File: config.mk
export PLATFORM = sky130hd
export DESIGN_NAME = qam_symbol_sequencer_flat
export DESIGN_NICKNAME = d
export VERILOG_FILES = /design/src/rtl/qam_symbol_sequencer_if.sv /design/src/rtl/qam_symbol_sequencer.sv /design/src/flat_wrapper.sv
export SDC_FILE = /design/constraint.sdc
export NUM_CORES = 1
export LEC_CHECK = 0
export ABC_AREA = 1
export ABC_CLOCK_PERIOD_IN_PS = 1900
export BUFFER_PORTS_ARGS = -buffer_cell sky130_fd_sc_hd__buf_2
export CELL_PAD_IN_SITES_DETAIL_PLACEMENT = 1
export CELL_PAD_IN_SITES_GLOBAL_PLACEMENT = 2
export CORE_UTILIZATION = 34
export CTS_CLUSTER_DIAMETER = 30
export DETAILED_ROUTE_END_ITERATION = 7
export GPL_TIMING_DRIVEN = 0
export PLACE_DENSITY_LB_ADDON = 0.05
export SLEW_MARGIN = 20
export SYNTH_ARGS = -nofsm -noshare
export SYNTH_HDL_FRONTEND = slang
export SYNTH_SLANG_ARGS = --single-unit
File: constraint.sdc
create_clock -name clock_i -period 1.9 [get_ports clock_i]
set_clock_uncertainty 0.05 [all_clocks]
set_input_delay 0.19 -clock clock_i [delete_from_list [all_inputs] [get_ports clock_i]]
set_output_delay 0.19 -clock clock_i [all_outputs]
set_load 0.02 [all_outputs]
File: src/rtl/qam_symbol_sequencer_if.sv
// Handshake and strobe bundle between the serial bit source / S2P front end
// and the QAM symbol sequencer.
interface qam_symbol_sequencer_if;
    logic       bit_valid;
    logic       bit_ready;
    logic       data_ready;
    logic       data_change;
    logic [2:0] bit_index;
    logic       symbol_strobe;
    logic       sym_update;

    // Bit source / S2P side
    modport master (
        output bit_valid,
        input  bit_ready, data_ready, data_change, bit_index, symbol_strobe, sym_update
    );

    // Sequencer side
    modport slave (
        input  bit_valid,
        output bit_ready, data_ready, data_change, bit_index, symbol_strobe, sym_update
    );
endinterface

File: src/rtl/qam_symbol_sequencer.sv
// QAM symbol sequencer: pulls serial bits into S2P at a fixed symbol cadence,
// marks symbol boundaries and counts symbols that finished late.
//
// state    | meaning
// ---------+-----------------------------------------------------------
// IDLE     | stopped; period counter parked at 0
// WAIT_BIT | bit_ready high, waiting for the source to present a bit
// ADVANCE  | one-cycle data_change strobe, bit_index steps
// HOLD     | symbol complete early, waiting for the period boundary
module qam_symbol_sequencer #(
    parameter int BITS_PER_SYMBOL = 2,
    parameter int SYMBOL_PERIOD   = 16,
    parameter int CNT_W           = 8
) (
    input  logic                   clock_i,
    input  logic                   reset_i,
    input  logic                   enable_i,
    qam_symbol_sequencer_if.slave  sif,
    output logic                   busy_o,
    output logic [7:0]             underrun_cnt_o
);

    typedef enum logic [1:0] {IDLE, WAIT_BIT, ADVANCE, HOLD} state_t;

    localparam logic [CNT_W-1:0] CNT_LAST = CNT_W'(SYMBOL_PERIOD - 1);
    localparam logic [2:0]       IDX_LAST = 3'(BITS_PER_SYMBOL - 1);

    state_t           state_q, state_d;
    logic [CNT_W-1:0] cnt_q, cnt_d;
    logic [2:0]       idx_q, idx_d;
    logic             late_q, late_d;
    logic [7:0]       ur_q, ur_d;
    logic             su1_q, su2_q;

    logic strobe;
    logic adv_last;
    logic underrun;

    assign strobe   = (cnt_q == CNT_LAST);
    assign adv_last = (state_q == ADVANCE) && (idx_q == IDX_LAST);

    // Next-state, period counter, bit index and underrun bookkeeping
    always_comb begin
        state_d  = state_q;
        cnt_d    = cnt_q;
        idx_d    = idx_q;
        late_d   = late_q;
        ur_d     = ur_q;
        underrun = 1'b0;

        if (state_q != IDLE) begin
            cnt_d = strobe ? '0 : cnt_q + CNT_W'(1);
        end

        case (state_q)
            IDLE: begin
                if (enable_i) state_d = WAIT_BIT;
            end
            WAIT_BIT: begin
                if (sif.bit_valid) state_d = ADVANCE;
                underrun = strobe;
            end
            ADVANCE: begin
                if (idx_q != IDX_LAST) begin
                    idx_d    = idx_q + 3'd1;
                    state_d  = WAIT_BIT;
                    underrun = strobe;
                end else begin
                    idx_d = '0;
                    if (late_q) begin
                        // Late symbol just completed: catch up without holding.
                        late_d  = 1'b0;
                        state_d = enable_i ? WAIT_BIT : IDLE;
                    end else if (strobe) begin
                        state_d = enable_i ? WAIT_BIT : IDLE;
                    end else begin
                        state_d = HOLD;
                    end
                end
            end
            HOLD: begin
                if (strobe) state_d = enable_i ? WAIT_BIT : IDLE;
            end
            default: state_d = IDLE;
        endcase

        // A late symbol is still finished so S2P slot alignment is preserved.
        if (underrun) begin
            late_d = 1'b1;
            if (ur_q != 8'hFF) ur_d = ur_q + 8'd1;
        end

        if (state_d == IDLE) cnt_d = '0;
    end

    // Single register bank for the FSM and its bookkeeping
    always_ff @(posedge clock_i or posedge reset_i) begin
        if (reset_i) begin
            state_q <= IDLE;
            cnt_q   <= '0;
            idx_q   <= '0;
            late_q  <= 1'b0;
            ur_q    <= '0;
            su1_q   <= 1'b0;
            su2_q   <= 1'b0;
        end else begin
            state_q <= state_d;
            cnt_q   <= cnt_d;
            idx_q   <= idx_d;
            late_q  <= late_d;
            ur_q    <= ur_d;
            // Two stages to line up with S2P's counter-then-output registers.
            su1_q   <= adv_last;
            su2_q   <= su1_q;
        end
    end

    assign sif.bit_ready     = (state_q == WAIT_BIT);
    assign sif.data_ready    = sif.bit_valid & (state_q == WAIT_BIT);
    assign sif.data_change   = (state_q == ADVANCE);
    assign sif.bit_index     = idx_q;
    assign sif.symbol_strobe = strobe;
    assign sif.sym_update    = su2_q;
    assign busy_o            = (state_q != IDLE);
    assign underrun_cnt_o    = ur_q;

endmodule
File: src/flat_wrapper.sv
// flat-port wrapper written by rule: the top's interface ports become plain ports
module qam_symbol_sequencer_flat 
#(
    parameter int BITS_PER_SYMBOL = 2,
    parameter int SYMBOL_PERIOD   = 16,
    parameter int CNT_W           = 8
)
  (clock_i, reset_i, enable_i, busy_o, underrun_cnt_o, sif_bit_valid, sif_bit_ready, sif_data_ready, sif_data_change, sif_bit_index, sif_symbol_strobe, sif_sym_update);
  qam_symbol_sequencer_if sif_i ();
  input  logic clock_i;
  input  logic reset_i;
  input  logic enable_i;
  output logic busy_o;
  output logic [7:0] underrun_cnt_o;
  input wire logic [$bits(sif_i.bit_valid)-1:0] sif_bit_valid;
  output wire logic [$bits(sif_i.bit_ready)-1:0] sif_bit_ready;
  output wire logic [$bits(sif_i.data_ready)-1:0] sif_data_ready;
  output wire logic [$bits(sif_i.data_change)-1:0] sif_data_change;
  output wire logic [$bits(sif_i.bit_index)-1:0] sif_bit_index;
  output wire logic [$bits(sif_i.symbol_strobe)-1:0] sif_symbol_strobe;
  output wire logic [$bits(sif_i.sym_update)-1:0] sif_sym_update;
  assign sif_i.bit_valid = sif_bit_valid;
  assign sif_bit_ready = sif_i.bit_ready;
  assign sif_data_ready = sif_i.data_ready;
  assign sif_data_change = sif_i.data_change;
  assign sif_bit_index = sif_i.bit_index;
  assign sif_symbol_strobe = sif_i.symbol_strobe;
  assign sif_sym_update = sif_i.sym_update;
  qam_symbol_sequencer #(.BITS_PER_SYMBOL(BITS_PER_SYMBOL), .SYMBOL_PERIOD(SYMBOL_PERIOD), .CNT_W(CNT_W)) u_core (.clock_i(clock_i), .reset_i(reset_i), .enable_i(enable_i), .sif(sif_i), .busy_o(busy_o), .underrun_cnt_o(underrun_cnt_o));
endmodule
==> results_dict.tcl, run 1 <==
set metrics [dict create \
    status "completed" \
    whs_ns 0.07611 \
    fp.coreArea_mm2 0.004086 \
    htreeDepth 1 \
    grt_max_degree 25 \
    die_area_mm2 0.004629 \
    start_util_pct 36.28 \
    clk_pin_slew_ns 0.09 \
    antenna_cells 0 \
    period_share_pct 95.02 \
    synth.distinct_cells 34 \
    insertion_delay_ns 0.27 \
    cts_tree "yes" \
    place_inst 241 \
    pin_count 21 \
    setup_viol 0 \
    relSlewSlack_pct 35.60 \
    drv_cap 0 \
    powerDensity_mw_per_mm2 1126 \
    gp_congestion 0.7616 \
    hold_path_class "in -> async" \
    fin_util_pct 47.06 \
    syn_inst 171 \
    wire_per_inst_um 14.23 \
    synth_area_mm2 0.001483 \
    ys_seq_area_share_pct 40.51 \
    worstPathArrival_ns 1.96 \
    p_leak_nw 1.009 \
    via_per_inst 4.831 \
    yosysWarnings 0 \
    cts.path.max_buffers 2 \
    synth_area_per_cell_um2 8.671 \
    grt_first_pass_wirelength_mm 5.975 \
    die_h_um 68.04 \
    first_iter_violations 30 \
    cts.sinks 24 \
    portBuffers 20 \
    numCtsBuffers 3 \
    fill_cells 478 \
    drive_gt1_share_pct 38.10 \
    irDropWorstVdd_v 0.0004057 \
    hold_buffers 0 \
    root_buffer "clkbuf_8" \
    synth-seq-cells 24 \
    grtUsageTotal_pct 17.56 \
    drc 0 \
    hpwl_mm 2.653 \
    fmax_ghz 0.5539 \
    drt_first_pass_iters 3 \
    cp-end-kind "flop" \
    hold_violations 0 \
    rsz0062_at_grt "yes" \
    crit_type "reg -> reg" \
    min_period_ns 1.805 \
    total_power_mw 2.165 \
    grt_overflow 0 \
    nets 222 \
    tightest_slew_ns 0.9649 \
    drt-total-wl_mm 3.700 \
    grt_pass1_vias 1268 \
    antenna_found_initial 0 \
    rows 23 \
    syn_nets 182 \
    vias 1256 \
    die_w_um 68.04 \
    slew_viol_final 0 \
    crit_required_ns 2.05 \
    ant_nets 0 \
    crit_fanout 5 \
    synthToLayoutAreaGrowth_pct 29.70 \
    worst_setup_path_start_kind "flop" \
    fin_cells 260 \
]
==> final cells by class <==
cell class	instances	area (µm²)	share of cell area, %
Buffer	3	26.28	1.366
Clock buffer	4	55.05	2.863
Inverter	28	105.1	5.465
Multi-Input combinational cell	116	852.1	44.31
Sequential cell	24	605.6	31.49
Tap cell	50	62.56	3.253
Timing Repair Buffer	35	216.5	11.26
==> final timing paths <==
kind | from | to | slack (ns) | cells past startpoint
worst min register to register | u_core.su1_q | u_core.sif.sym_update | 0.31 | 0
worst max-delay path | u_core.state_q[1] | u_core.cnt_q[0] | 0.09 | 14
worst max register to register | u_core.state_q[1] | u_core.cnt_q[0] | 0.09 | 14
max in group asynchronous | reset_i | u_core.cnt_q[5] | 1.07 | 2
min in group clock_i | u_core.su1_q | u_core.sif.sym_update | 0.31 | 0
worst min-delay path | reset_i | u_core.underrun_cnt_o[3] | 0.08 | 2
==> placed cells by master, fill, tap and decap left out, drive strengths merged, types with 4 or more instances in the layout <==
cell	instances
nand4	4
ha	7
inv	27
buf	37
xor2	10
xnor2	5
nor2	16
dfrtp	24
nand3	23
clkbuf	5
o21ai	7
nand2	31
==> worst max-delay path: stages (launching register included) <==
cell     delay [ns]
dfrtp_1        0.43
inv_2          0.12
ha_4           0.16
inv_1          0.05
or2_1          0.21
nand2_1        0.08
nand2_1        0.05
nand2_1        0.05
inv_1          0.04
nand2_1        0.07
nand2_2        0.07
nand2_4        0.09
buf_6          0.12
nand3_1        0.07
nand2_1        0.09
==> registers in the layout, indices dropped and copies added (netlist names) <==
signal                 flops
u_core.state_q             2
u_core.sif.bit_index       3
u_core.sif.sym_update      1
u_core.su1_q               1
u_core.underrun_cnt_o      8
u_core.late_q              1
u_core.cnt_q               8
==> cell families (layout without fill, tap and decap cells) <==
logic type / Yosys count / count (layout) / share of synthesized area (%)
AND/OR/NAND/NOR: 79 / 79 / 27.68
buffers and inverters: 31 / 70 / 8.607
flip-flops: 24 / 24 / 40.51
XOR/XNOR: 15 / 15 / 9.873
AO/OA/AOI/OAI: 14 / 14 / 6.415
adder cells (fa/ha/maj): 7 / 7 / 5.907
multiplexers: 1 / 1 / 1.012
==> cell usage after synthesis <==
cell | n | area [µm²]
nand2_1 | 27 | 101.4
dfrtp_1 | 24 | 600.6
inv_1 | 23 | 86.33
nand3_1 | 22 | 110.1
xor2_1 | 10 | 87.58
nor2_1 | 9 | 33.78
ha_1 | 7 | 87.58
nor2_2 | 5 | 31.28
inv_2 | 4 | 15.01
nand2_2 | 4 | 25.02
o21ai_1 | 4 | 20.02
nand4_1 | 3 | 18.77
xnor2_1 | 3 | 26.28
a21oi_1 | 2 | 10.01
nor2_4 | 2 | 22.52
o21ai_0 | 2 | 10.01
or2_1 | 2 | 12.51
xnor2_2 | 2 | 32.53
a21boi_0 | 1 | 7.510
a21oi_2 | 1 | 8.760
buf_4 | 1 | 7.510
buf_6 | 1 | 11.26
clkbuf_1 | 1 | 3.750
clkinv_1 | 1 | 3.750
mux2_4 | 1 | 15.01
nand3_2 | 1 | 10.01
nand3b_1 | 1 | 7.510
nand3b_4 | 1 | 20.02
nand4_2 | 1 | 12.51
nor3_1 | 1 | 5.000
o21ai_4 | 1 | 16.27
o21bai_1 | 1 | 7.510
o22ai_1 | 1 | 6.260
o311ai_1 | 1 | 8.760
==> timing repair <==
| item | in CTS | in global routing |
|---|---|---|
| cloned | 0 | 1 |
| buffers inserted | 8 | 6 |
| resized for setup | 8 | 21 |
| pin swaps | 1 | 9 |
| endpoints found under the setup margin | 10 | 13 |
==> stage by stage <==
stage | setup slack, ns | area [µm²] | setup TNS (ns)
2_1_floorplan | 0.04943 | 1483 | 0
3_3_place_gp | -0.1299 | 1645 | -0.7175
3_5_place_dp | -0.1631 | 1645 | -0.9625
4_1_cts | 0.0007074 | 1788 | 0
5_1_grt | -0.04833 | 1923 | -0.2264
6_report | 0.09463 | 1923 | 0
==> metal layers <==
| layer | share of wire (%) | GRT usage (%) | up-vias |
|---|---|---|---|
| met3 | 1.2 | 2.500 | 2 |
| li1 | - | - | 622 |
| met4 | 0.57 | 4.688 | 0 |
| met2 | 53 | 30.64 | 8 |
| met5 | 0 | 0 | - |
| met1 | 45 | 22.42 | 624 |
==> power by group <==
group	switching, mW	internal (mW)	total, mW
sequential	0.0672	0.577	0.644
combinational	0.674	0.491	1.17
clock	0.171	0.185	0.356
Note: power is estimated with default switching activity, not from simulation.
==> inputs of run 2 (changes only) <==
--- a/config.mk
+++ b/config.mk
@@ -15,6 +15,7 @@
 export DETAILED_ROUTE_END_ITERATION = 7
 export GPL_TIMING_DRIVEN = 0
 export PLACE_DENSITY_LB_ADDON = 0.05
+export REMOVE_ABC_BUFFERS = 1
 export SLEW_MARGIN = 20
 export SYNTH_ARGS = -nofsm -noshare
 export SYNTH_HDL_FRONTEND = slang
==> results_dict.tcl, run 2 (same netlist as run 1, synthesis figures left out) <==
set metrics [dict create \
    status "completed" \
    die_h_um 68.04 \
    ant_nets 0 \
    grtUsageTotal_pct 17.27 \
    cts.path.max_buffers 2 \
    final_area_mm2 0.001809 \
    drt-total-wl_mm 3.539 \
    vias 1189 \
    first_iter_violations 59 \
    root_buffer "clkbuf_8" \
    hold_path_class "in -> async" \
    final_common_cell "nand2_1" \
    nets 207 \
    fin_util_pct 44.27 \
    hpwl_mm 2.548 \
    via_per_inst 4.853 \
    drt_first_pass_iters 4 \
    p_switching_mw 0.8795 \
    cts_tree "yes" \
    start_util_pct 36.28 \
    die_w_um 68.04 \
    worstPathArrival_ns 1.91 \
    rows 23 \
    numCtsBuffers 3 \
    cpPeakStageDelay_ns 0.41 \
    powerDensity_mw_per_mm2 1130 \
    fmax_ghz 0.5594 \
    cp-end-kind "flop" \
    setup_viol 0 \
    antenna_found_initial 0 \
    worst_setup_path_start_kind "flop" \
    pin_count 21 \
    synthToLayoutAreaGrowth_pct 22.03 \
    crit_chain "ha_4 -> inv_1 -> nor2_4 -> nand3_2 -> nand3_1 -> nand3_2 -> a21oi_4 -> nand2_4 -> nand3_1 -> nand2_1" \
    drv_cap 0 \
    htreeDepth 1 \
    period_share_pct 94.08 \
    p_sw_share_pct 43.03 \
    irDropWorstVdd_v 0.0003563 \
    grt_overflow 0 \
    clk_pin_slew_ns 0.09 \
    crit_type "reg -> reg" \
    die_area_mm2 0.004629 \
    slew_viol_final 0 \
    grt_max_degree 25 \
    wire_per_inst_um 14.44 \
    dpl-instance-area_mm2 0.001623 \
    cts.sinks 24 \
    power_frac_clock_pct 22.7 \
    grt_pass1_vias 1278 \
    p_seq_share_pct 33.0 \
    combPwrFrac_pct 44.3 \
    crit_fanout 7 \
    hold_violations 0 \
    insertion_delay_ns 0.27 \
    gp_congestion 0.7097 \
    drive_gt1_share_pct 32.31 \
    portBuffers 20 \
    hold_buffers 0 \
    fill_cells 491 \
    min_period_ns 1.787 \
    p_leak_nw 0.9480 \
    grt_first_pass_wirelength_mm 5.851 \
    relSlewSlack_pct 36.37 \
    total_power_mw 2.044 \
    drc 0 \
    crit_slowest_cell "dfrtp_1" \
    final_cell_mix "nand2_1 (26), inv_1 (21), dfrtp_1 (21)" \
    rsz0062_at_grt "yes" \
    tightest_slew_ns 0.9534 \
    internal-power_mw 1.164 \
    fp.coreArea_mm2 0.004086 \
    crit_required_ns 2.02 \
    antenna_cells 0 \
]
## run 2: worst paths after layout
kind                                      start                       end  slack [ns]  cells past startpoint
max in group asynchronous               reset_i         u_core.state_q[0]        1.09                      2
min in group clock_i               u_core.su1_q     u_core.sif.sym_update        0.31                      0
worst min-delay path                    reset_i  u_core.underrun_cnt_o[0]        0.07                      2
worst max-delay path            u_core.cnt_q[1]           u_core.cnt_q[6]        0.11                     10
worst min register to register     u_core.su1_q     u_core.sif.sym_update        0.31                      0
worst max register to register  u_core.cnt_q[1]           u_core.cnt_q[6]        0.11                     10
## run 2: cell type report
class                   count  area (µm²)  area share, %
clock inverters             1       30.03          1.660
repair buffers             22       115.1          6.362
well taps                  50       62.56          3.458
multi-input cells         117       848.3          46.89
inverters                  28       107.6          5.947
flip-flops and latches     24       604.3          33.40
clock buffers               3       41.29          2.282
## run 2: metal layers
| layer | vias up | part of all wire (%) | track usage [%] |
|---|---|---|---|
| met2 | 10 | 55 | 31.13 |
| met1 | 586 | 43 | 20.51 |
| met5 | - | 0 | 0 |
| li1 | 589 | - | - |
| met4 | 0 | 0.79 | 3.906 |
| met3 | 4 | 1.9 | 4.000 |
## run 2: per-stage QoR
step	worst slack, ns	setup TNS [ns]	hold WS, ns	std cells
6_report	0.1125	0	0.06698	245
4_1_cts	-0.004994	-0.004994	0.1038	242
3_3_place_gp	-0.1552	-1.178	0.2885	238
3_5_place_dp	-0.2167	-1.570	0.2919	238
2_1_floorplan	0.05049	0	0.1546	168
5_1_grt	-0.03004	-0.1199	0.1485	245
## run 2: what timing repair did
| action | 4_1_cts | 5_1_grt |
|---|---|---|
| buffers inserted | 0 | 2 |
| pin swaps | 0 | 3 |
| setup endpoints to repair | 12 | 15 |
| gates resized for setup | 7 | 16 |
| cloned | 0 | 1 |
## run 2: worst max-delay path, delay by kind of cell, from the launching register on
family,cells,cell delay (ns)
compound gates,1,0.25
simple gates,7,0.75
fa+ha+maj,1,0.17
flops,1,0.41
buf+inv,1,0.06
## run 2: power groups by stage
stage | clock network, mW | logic [mW] | registers, mW
after floorplan | 0 | 0.527 | 0.656
after global placement | 0 | 0.727 | 0.650
after detailed placement | 0 | 0.740 | 0.654
final | 0.464 | 0.905 | 0.675
after CTS | 0.485 | 0.780 | 0.648
after global routing | 0.497 | 1.02 | 0.686
